**src/rtl/piano_pkg.sv**
```systemverilog
// Shared constants and types for the piano song path (player, library, recorder).
package piano_pkg;

   localparam int unsigned NOTE_W    = 4;
   localparam int unsigned DUR_W     = 26;
   localparam int unsigned SONG_LEN  = 24;
   localparam logic [NOTE_W-1:0] REST_NOTE = 4'd0;

   typedef enum logic [1:0] {
      IDLE   = 2'd0,
      ARMED  = 2'd1,
      TIMING = 2'd2,
      DONE   = 2'd3
   } rec_state_t;

endpackage

```
**src/rtl/record_mode_if.sv**
```systemverilog
// Keyboard capture inputs and song-library-shaped read port of the recorder.
interface record_mode_if
   import piano_pkg::*;
#(
   parameter int unsigned DUR_W = 26
);

   logic                rec_en;
   logic                key_on;
   logic [NOTE_W-1:0]   key;
   logic [4:0]          rd_index;
   logic [NOTE_W-1:0]   rd_note;
   logic [DUR_W-1:0]    rd_duration;
   logic [4:0]          note_count;
   logic                recording;
   logic                full;

   modport master (
      output rec_en, key_on, key, rd_index,
      input  rd_note, rd_duration, note_count, recording, full
   );

   modport slave (
      input  rec_en, key_on, key, rd_index,
      output rd_note, rd_duration, note_count, recording, full
   );

endinterface

```
**src/rtl/record_buffer.sv**
```systemverilog
// Note/duration register file: synchronous write, combinational read, no reset on storage.
module record_buffer
   import piano_pkg::*;
#(
   parameter int unsigned DEPTH = 24,
   parameter int unsigned W     = 30
)(
   input  logic          clk,
   input  logic          i_we,
   input  logic [4:0]    i_waddr,
   input  logic [W-1:0]  i_wdata,
   input  logic [4:0]    i_raddr,
   output logic [W-1:0]  o_rdata
);

   localparam int unsigned AW = (DEPTH > 1) ? $clog2(DEPTH) : 1;

   logic [W-1:0] r_mem [DEPTH];

   always_ff @(posedge clk) begin
      if (i_we && (int'(i_waddr) < DEPTH))
         r_mem[i_waddr[AW-1:0]] <= i_wdata;
   end

   always_comb begin
      o_rdata = '0;
      if (int'(i_raddr) < DEPTH)
         o_rdata = r_mem[i_raddr[AW-1:0]];
   end

endmodule

```
**src/rtl/record_mode.sv**
```systemverilog
// Records key presses as {note, duration} entries for later replay by the song player.
module record_mode
   import piano_pkg::*;
#(
   parameter int unsigned        DEPTH   = SONG_LEN,
   parameter int unsigned        DUR_W   = 26,
   parameter logic [DUR_W-1:0]   MAX_DUR = '1
)(
   input  logic         clk,
   input  logic         rst_n,
   record_mode_if.slave bus
);

   rec_state_t          r_state, w_state_nxt;
   logic [4:0]          r_wr_ptr, w_wr_ptr_nxt;
   logic [DUR_W-1:0]    r_cnt, w_cnt_nxt;
   logic [NOTE_W-1:0]   r_pend_note, w_pend_nxt;
   logic                r_full, w_full_nxt;
   logic                r_key_on_d, r_rec_en_d;

   logic                w_press, w_chg, w_last, w_we;
   logic [DUR_W-1:0]    w_cnt_inc;
   logic [NOTE_W+DUR_W-1:0] w_wdata, w_rdata;

   assign w_press   = bus.key_on & ~r_key_on_d;
   assign w_chg     = bus.key_on & r_key_on_d & (bus.key != r_pend_note);
   assign w_last    = (r_wr_ptr == 5'(DEPTH - 1));
   assign w_cnt_inc = (r_cnt >= MAX_DUR) ? MAX_DUR : r_cnt + 1'b1;
   assign w_wdata   = {r_pend_note, r_cnt};

   always_ff @(posedge clk or negedge rst_n) begin
      if (!rst_n) begin
         r_state     <= IDLE;
         r_wr_ptr    <= '0;
         r_cnt       <= '0;
         r_pend_note <= REST_NOTE;
         r_full      <= 1'b0;
         r_key_on_d  <= 1'b0;
         r_rec_en_d  <= 1'b0;
      end else begin
         r_state     <= w_state_nxt;
         r_wr_ptr    <= w_wr_ptr_nxt;
         r_cnt       <= w_cnt_nxt;
         r_pend_note <= w_pend_nxt;
         r_full      <= w_full_nxt;
         r_key_on_d  <= bus.key_on;
         r_rec_en_d  <= bus.rec_en;
      end
   end

   always_comb begin
      w_state_nxt  = r_state;
      w_wr_ptr_nxt = r_wr_ptr;
      w_cnt_nxt    = r_cnt;
      w_pend_nxt   = r_pend_note;
      w_full_nxt   = r_full;
      w_we         = 1'b0;
      unique case (r_state)
         IDLE: begin
            if (bus.rec_en && !r_rec_en_d) begin
               w_wr_ptr_nxt = '0;
               w_full_nxt   = 1'b0;
               w_state_nxt  = ARMED;
            end
         end
         ARMED: begin
            if (!bus.rec_en) begin
               w_state_nxt = IDLE;
            end else if (w_press) begin
               w_pend_nxt  = bus.key;
               w_cnt_nxt   = DUR_W'(1);
               w_state_nxt = TIMING;
            end
         end
         TIMING: begin
            w_cnt_nxt = w_cnt_inc;
            // rec_en fall wins over a simultaneous press: commit, drop the press
            if (!bus.rec_en) begin
               w_we         = 1'b1;
               w_wr_ptr_nxt = r_wr_ptr + 5'd1;
               w_full_nxt   = w_last;
               w_state_nxt  = IDLE;
            end else if (w_press || w_chg) begin
               w_we         = 1'b1;
               w_wr_ptr_nxt = r_wr_ptr + 5'd1;
               if (w_last) begin
                  w_full_nxt  = 1'b1;
                  w_state_nxt = DONE;
               end else begin
                  w_pend_nxt = bus.key;
                  w_cnt_nxt  = DUR_W'(1);
               end
            end
         end
         DONE: begin
            if (!bus.rec_en)
               w_state_nxt = IDLE;
         end
         default: w_state_nxt = IDLE;
      endcase
   end

   record_buffer #(
      .DEPTH (DEPTH),
      .W     (NOTE_W + DUR_W)
   ) u_buf (
      .clk     (clk),
      .i_we    (w_we),
      .i_waddr (r_wr_ptr),
      .i_wdata (w_wdata),
      .i_raddr (bus.rd_index),
      .o_rdata (w_rdata)
   );

   always_comb begin
      bus.rd_note     = REST_NOTE;
      bus.rd_duration = '0;
      if (bus.rd_index < r_wr_ptr) begin
         bus.rd_note     = w_rdata[NOTE_W+DUR_W-1:DUR_W];
         bus.rd_duration = w_rdata[DUR_W-1:0];
      end
   end

   assign bus.note_count = r_wr_ptr;
   assign bus.recording  = (r_state == ARMED) || (r_state == TIMING);
   assign bus.full       = r_full;

endmodule

```
**src/flat_wrapper.sv**
```systemverilog
// flat-port wrapper written by rule: the top's interface ports become plain ports
module record_mode_flat import piano_pkg::*;
#(
   parameter int unsigned        DEPTH   = SONG_LEN,
   parameter int unsigned        DUR_W   = 26,
   parameter logic [DUR_W-1:0]   MAX_DUR = '1
)
  (clk, rst_n, bus_rec_en, bus_key_on, bus_key, bus_rd_index, bus_rd_note, bus_rd_duration, bus_note_count, bus_recording, bus_full);
  record_mode_if #(.DUR_W(DUR_W)) bus_i ();
  input  logic clk;
  input  logic rst_n;
  input wire logic [$bits(bus_i.rec_en)-1:0] bus_rec_en;
  input wire logic [$bits(bus_i.key_on)-1:0] bus_key_on;
  input wire logic [$bits(bus_i.key)-1:0] bus_key;
  input wire logic [$bits(bus_i.rd_index)-1:0] bus_rd_index;
  output wire logic [$bits(bus_i.rd_note)-1:0] bus_rd_note;
  output wire logic [$bits(bus_i.rd_duration)-1:0] bus_rd_duration;
  output wire logic [$bits(bus_i.note_count)-1:0] bus_note_count;
  output wire logic [$bits(bus_i.recording)-1:0] bus_recording;
  output wire logic [$bits(bus_i.full)-1:0] bus_full;
  assign bus_i.rec_en = bus_rec_en;
  assign bus_i.key_on = bus_key_on;
  assign bus_i.key = bus_key;
  assign bus_i.rd_index = bus_rd_index;
  assign bus_rd_note = bus_i.rd_note;
  assign bus_rd_duration = bus_i.rd_duration;
  assign bus_note_count = bus_i.note_count;
  assign bus_recording = bus_i.recording;
  assign bus_full = bus_i.full;
  record_mode #(.DEPTH(DEPTH), .DUR_W(DUR_W), .MAX_DUR(MAX_DUR)) u_core (.clk(clk), .rst_n(rst_n), .bus(bus_i));
endmodule
```
**config.mk**
```make
export PLATFORM = sky130hd
export DESIGN_NAME = record_mode_flat
export DESIGN_NICKNAME = d
export VERILOG_FILES = /design/src/rtl/piano_pkg.sv /design/src/rtl/record_mode_if.sv /design/src/rtl/record_buffer.sv /design/src/rtl/record_mode.sv /design/src/flat_wrapper.sv
export SDC_FILE = /design/constraint.sdc
export NUM_CORES = 1
export LEC_CHECK = 0
export ABC_AREA = 1
export CAP_MARGIN = 10
export CORE_MARGIN = 4
export CORE_UTILIZATION = 60
export DETAILED_ROUTE_END_ITERATION = 10
export PLACE_DENSITY = 0.77
export SYNTH_ARGS = -nofsm -noshare
export SYNTH_HDL_FRONTEND = slang
export SYNTH_SLANG_ARGS = --single-unit
```
**constraint.sdc**
```tcl
create_clock -name clk -period 5.43 [get_ports clk]
set_input_delay 1.3575 -clock clk [delete_from_list [all_inputs] [get_ports clk]]
set_output_delay 1.3575 -clock clk [all_outputs]
set_load 0.05 [all_outputs]
```
==> summary.md <==
| Metric | Value |
|---|---|
| Status | complete, no violations |
| Setup violations, final | 0 |
| RSZ-0062 raised after global routing | no |
| TritonCTS clock tree | built |
| Worst Tran Pin Value | 1070 ps |
| Layout fillers | 3,584 |
| Utilization after layout | just under 70% |
| Startpoint types | input pin |
| Placed insts | approximately 3,600 |
| Vias | 22,744 |
| Remaining DRCs | 0 |
| Share of post-route cells with drive strength above 1 | 8.24% |
| Power Total | ~13 mW |
| Most common cell after layout, fill and taps aside | nor2_1 |
| Post-synthesis cell area | 32,100 um2 |
| Sequential cell area | 22,600 um2 |
| Cell taking the most area after synthesis | edfxtp_1 |
| Num Clock Sinks | 760 |
| Setup TNS | 0 ps |
| WP data required | around 4100 ps |
| Max-slew violation count | 0 |
| Max rail drop VDD | 0.316 mV |
| Period utilization | 91.0% |
| Synth area leaders | edfxtp_1 67%, nor2_1 9.6%, nand2_1 5.0%, o21ai_0 4.7%, nand3_1 3.9% |
| Final hold slack | slightly below 500 ps |
| Max_cap viols | 0 |
| Buffers on Ports | 49 |
| Area grow syn2layout | 12.6% |
| Crit path arrival time | 3580 ps |
| Cts-stage hold buffer count | 0 |
| Syn Nets | 2,961 |
| Global-route wire length before repair | 128,000 um |
| Starting Density | between 60% and 70% |
| Clock skew | 22.3 ps |
| Nets | 2,978 |
| Syn_area_per_cell | 11.0 um2 |
| R2r setup slk | 1890 ps |
| Post-detailed-route count of antenna-violating nets | 0 |
| Gpl congestion | 0.939 |
| Die X | 239 um |
| Largest net degree at the start of global routing | 140 |
| Post_cts resized | 0 |
| Worst setup path class | in2out |
| Routed len/inst | ~23 um |
| # IOs | 50 |
| Clock transition at path regs | 60 ps |
| Library cells used by synthesis | 30 |
| Leakage Power | 12.6 nW |
| Initial antenna violation count | 1 |
| Slew HR | 28.7% |
| Final WL | roughly 85,000 um |
| GRT overflow | 0 |
| CP endpoint kind | output port |
| Core area | approximately 53,000 um2 |
| # diodes | 0 |
| Most frequent cells in the layout | 799 x nor2_1, 720 x edfxtp_1, 432 x nand2_1 |
| Max Fanout on Critical Path | 139 |
| CTS Buf Count | 76 |
| Worst hold path type | reg2reg |
| Post-synthesis sequential area ratio | 70.4% |
| Min Tclk post-route | 4940 ps |
| DR vias/cell | 6.15 |
| Share of the synthesized area in the top cell type | 67.3% |
| Fmax | 202 MHz |
| Max H-tree Level | 3 |
| First DRT Iteration DRCs | ~3,200 |
| Synth Instances | 2,935 |
| Row count | 84 |
| Pwr per Cell Area | ~370 nW/um2 |
| Synth Warn # | 0 |
| R2R cell count | 10 |
| Die ar. | 57,300 um2 |
| Final Hold Viols | 0 |
| Vias in the first global route | roughly 22,000 |
| Final non-filler cell total | around 3,700 |
| Clk root buf | clkbuf_16 |
| Dpl hpwl | approximately 45,000 um |
| Die Height | about 240 um |
| Worst Hold Depth | 2 |
| Area occupied by multi-input gates | between 8000 and 9000 um2 |
| Tot GR Track Use | 29.5% |
| CTS max path bufs | 3 |
| Setup Fix Bufs, Post-CTS | 0 |
| FF+latch count, synth | 760 |
| Clk_lat worst skew | around 620 ps |
| Drt first pass iters | 6 |
==> synthesized netlist by cell type (all sizes together) <==
cell,n
o211ai,1
nand3,248
a31oi,1
inv,57
nor3,5
edfxtp,720
xnor2,1
clkbuf,61
nand2,437
nor2,827
nand4,5
ha,13
a21oi,4
nand3b,4
dfrtp,40
buf,106
xor2,5
or2,3
o21ai,397
==> cell families after synthesis <==
family          after synthesis  share of synthesized area [%]
flops                       760                           70.4
xor+xnor                      6                          0.163
buf+inv                     224                           3.62
fa+ha+maj                    13                          0.506
simple gates               1529                           19.0
compound gates              403                           6.29
==> through the flow <==
step	area [um2]	setup slack (ps)
after floorplan	32100	1150
after detailed placement	33700	622
final	36200	490
after global routing	36200	355
after CTS	36200	576
after global placement	33700	634
==> sequential cells by signal, indices dropped and copies added, names as in the netlist <==
| name | count |
|---|---|
| u_core.bus.full | 1 |
| u_core.r_cnt | 26 |
| u_core.bus.note_count | 5 |
| u_core.r_pend_note | 4 |
| u_core.u_buf.r_mem | 720 |
| u_core.r_rec_en_d | 1 |
| u_core.r_state | 2 |
| u_core.r_key_on_d | 1 |
==> critical path: stages <==
cell and delay [ps]:
buf_8 180, inv_8 260, buf_12 410, o21ai_0 240, o21ai_0 130, nor2_1 70, nor2_1 130, nor2_1 60
nor2_1 320, buf_12 190
==> final timing paths <==
path                                                        end                               from
hold reg to reg                     u_core.bus.full$_DFFE_PN0P_        u_core.bus.full$_DFFE_PN0P_
min in group asynchronous  u_core.bus.note_count[1]$_DFFE_PN0P_                              rst_n
setup reg to reg           u_core.u_buf.r_mem[12][10]$_DFFE_PP_  u_core.r_pend_note[1]$_DFFE_PN0P_
max in group asynchronous           u_core.r_rec_en_d$_DFF_PN0_                              rst_n
hold / removal                      u_core.bus.full$_DFFE_PN0P_        u_core.bus.full$_DFFE_PN0P_
setup / recovery                            bus_rd_duration[12]                    bus_rd_index[0]
==> final cells by class <==
| class | count | area share (%) |
|---|---|---|
| sequential | 760 | 62.5 |
| multi-input combinational | 1951 | 23.6 |
| clock buffer | 99 | 5.69 |
| timing repair buffer | 106 | 3.98 |
| tap | 688 | 2.38 |
| clock inverter | 38 | 1.24 |
| inverter | 57 | 0.625 |
==> per-layer routing <==
metal / GRT usage [%] / vias to the layer above / share of wire (%) / wire length [um]
li1: - / 10150 / - / -
met1: 39.6 / 10821 / 37 / 31100
met2: 48.2 / 1508 / 47 / 40300
met3: 5.33 / 263 / 11 / 9640
met4: 12.5 / 2 / 4.5 / 3840
met5: 0 / - / 0.015 / 13
==> where the power goes <==
group	total [mW]	switching, mW	internal, mW
sequential	6.76	0.196	6.56
combinational	1.16	0.818	0.345
clock	5.32	2.20	3.12
No activity file was read; power rests on OpenSTA's default activity.
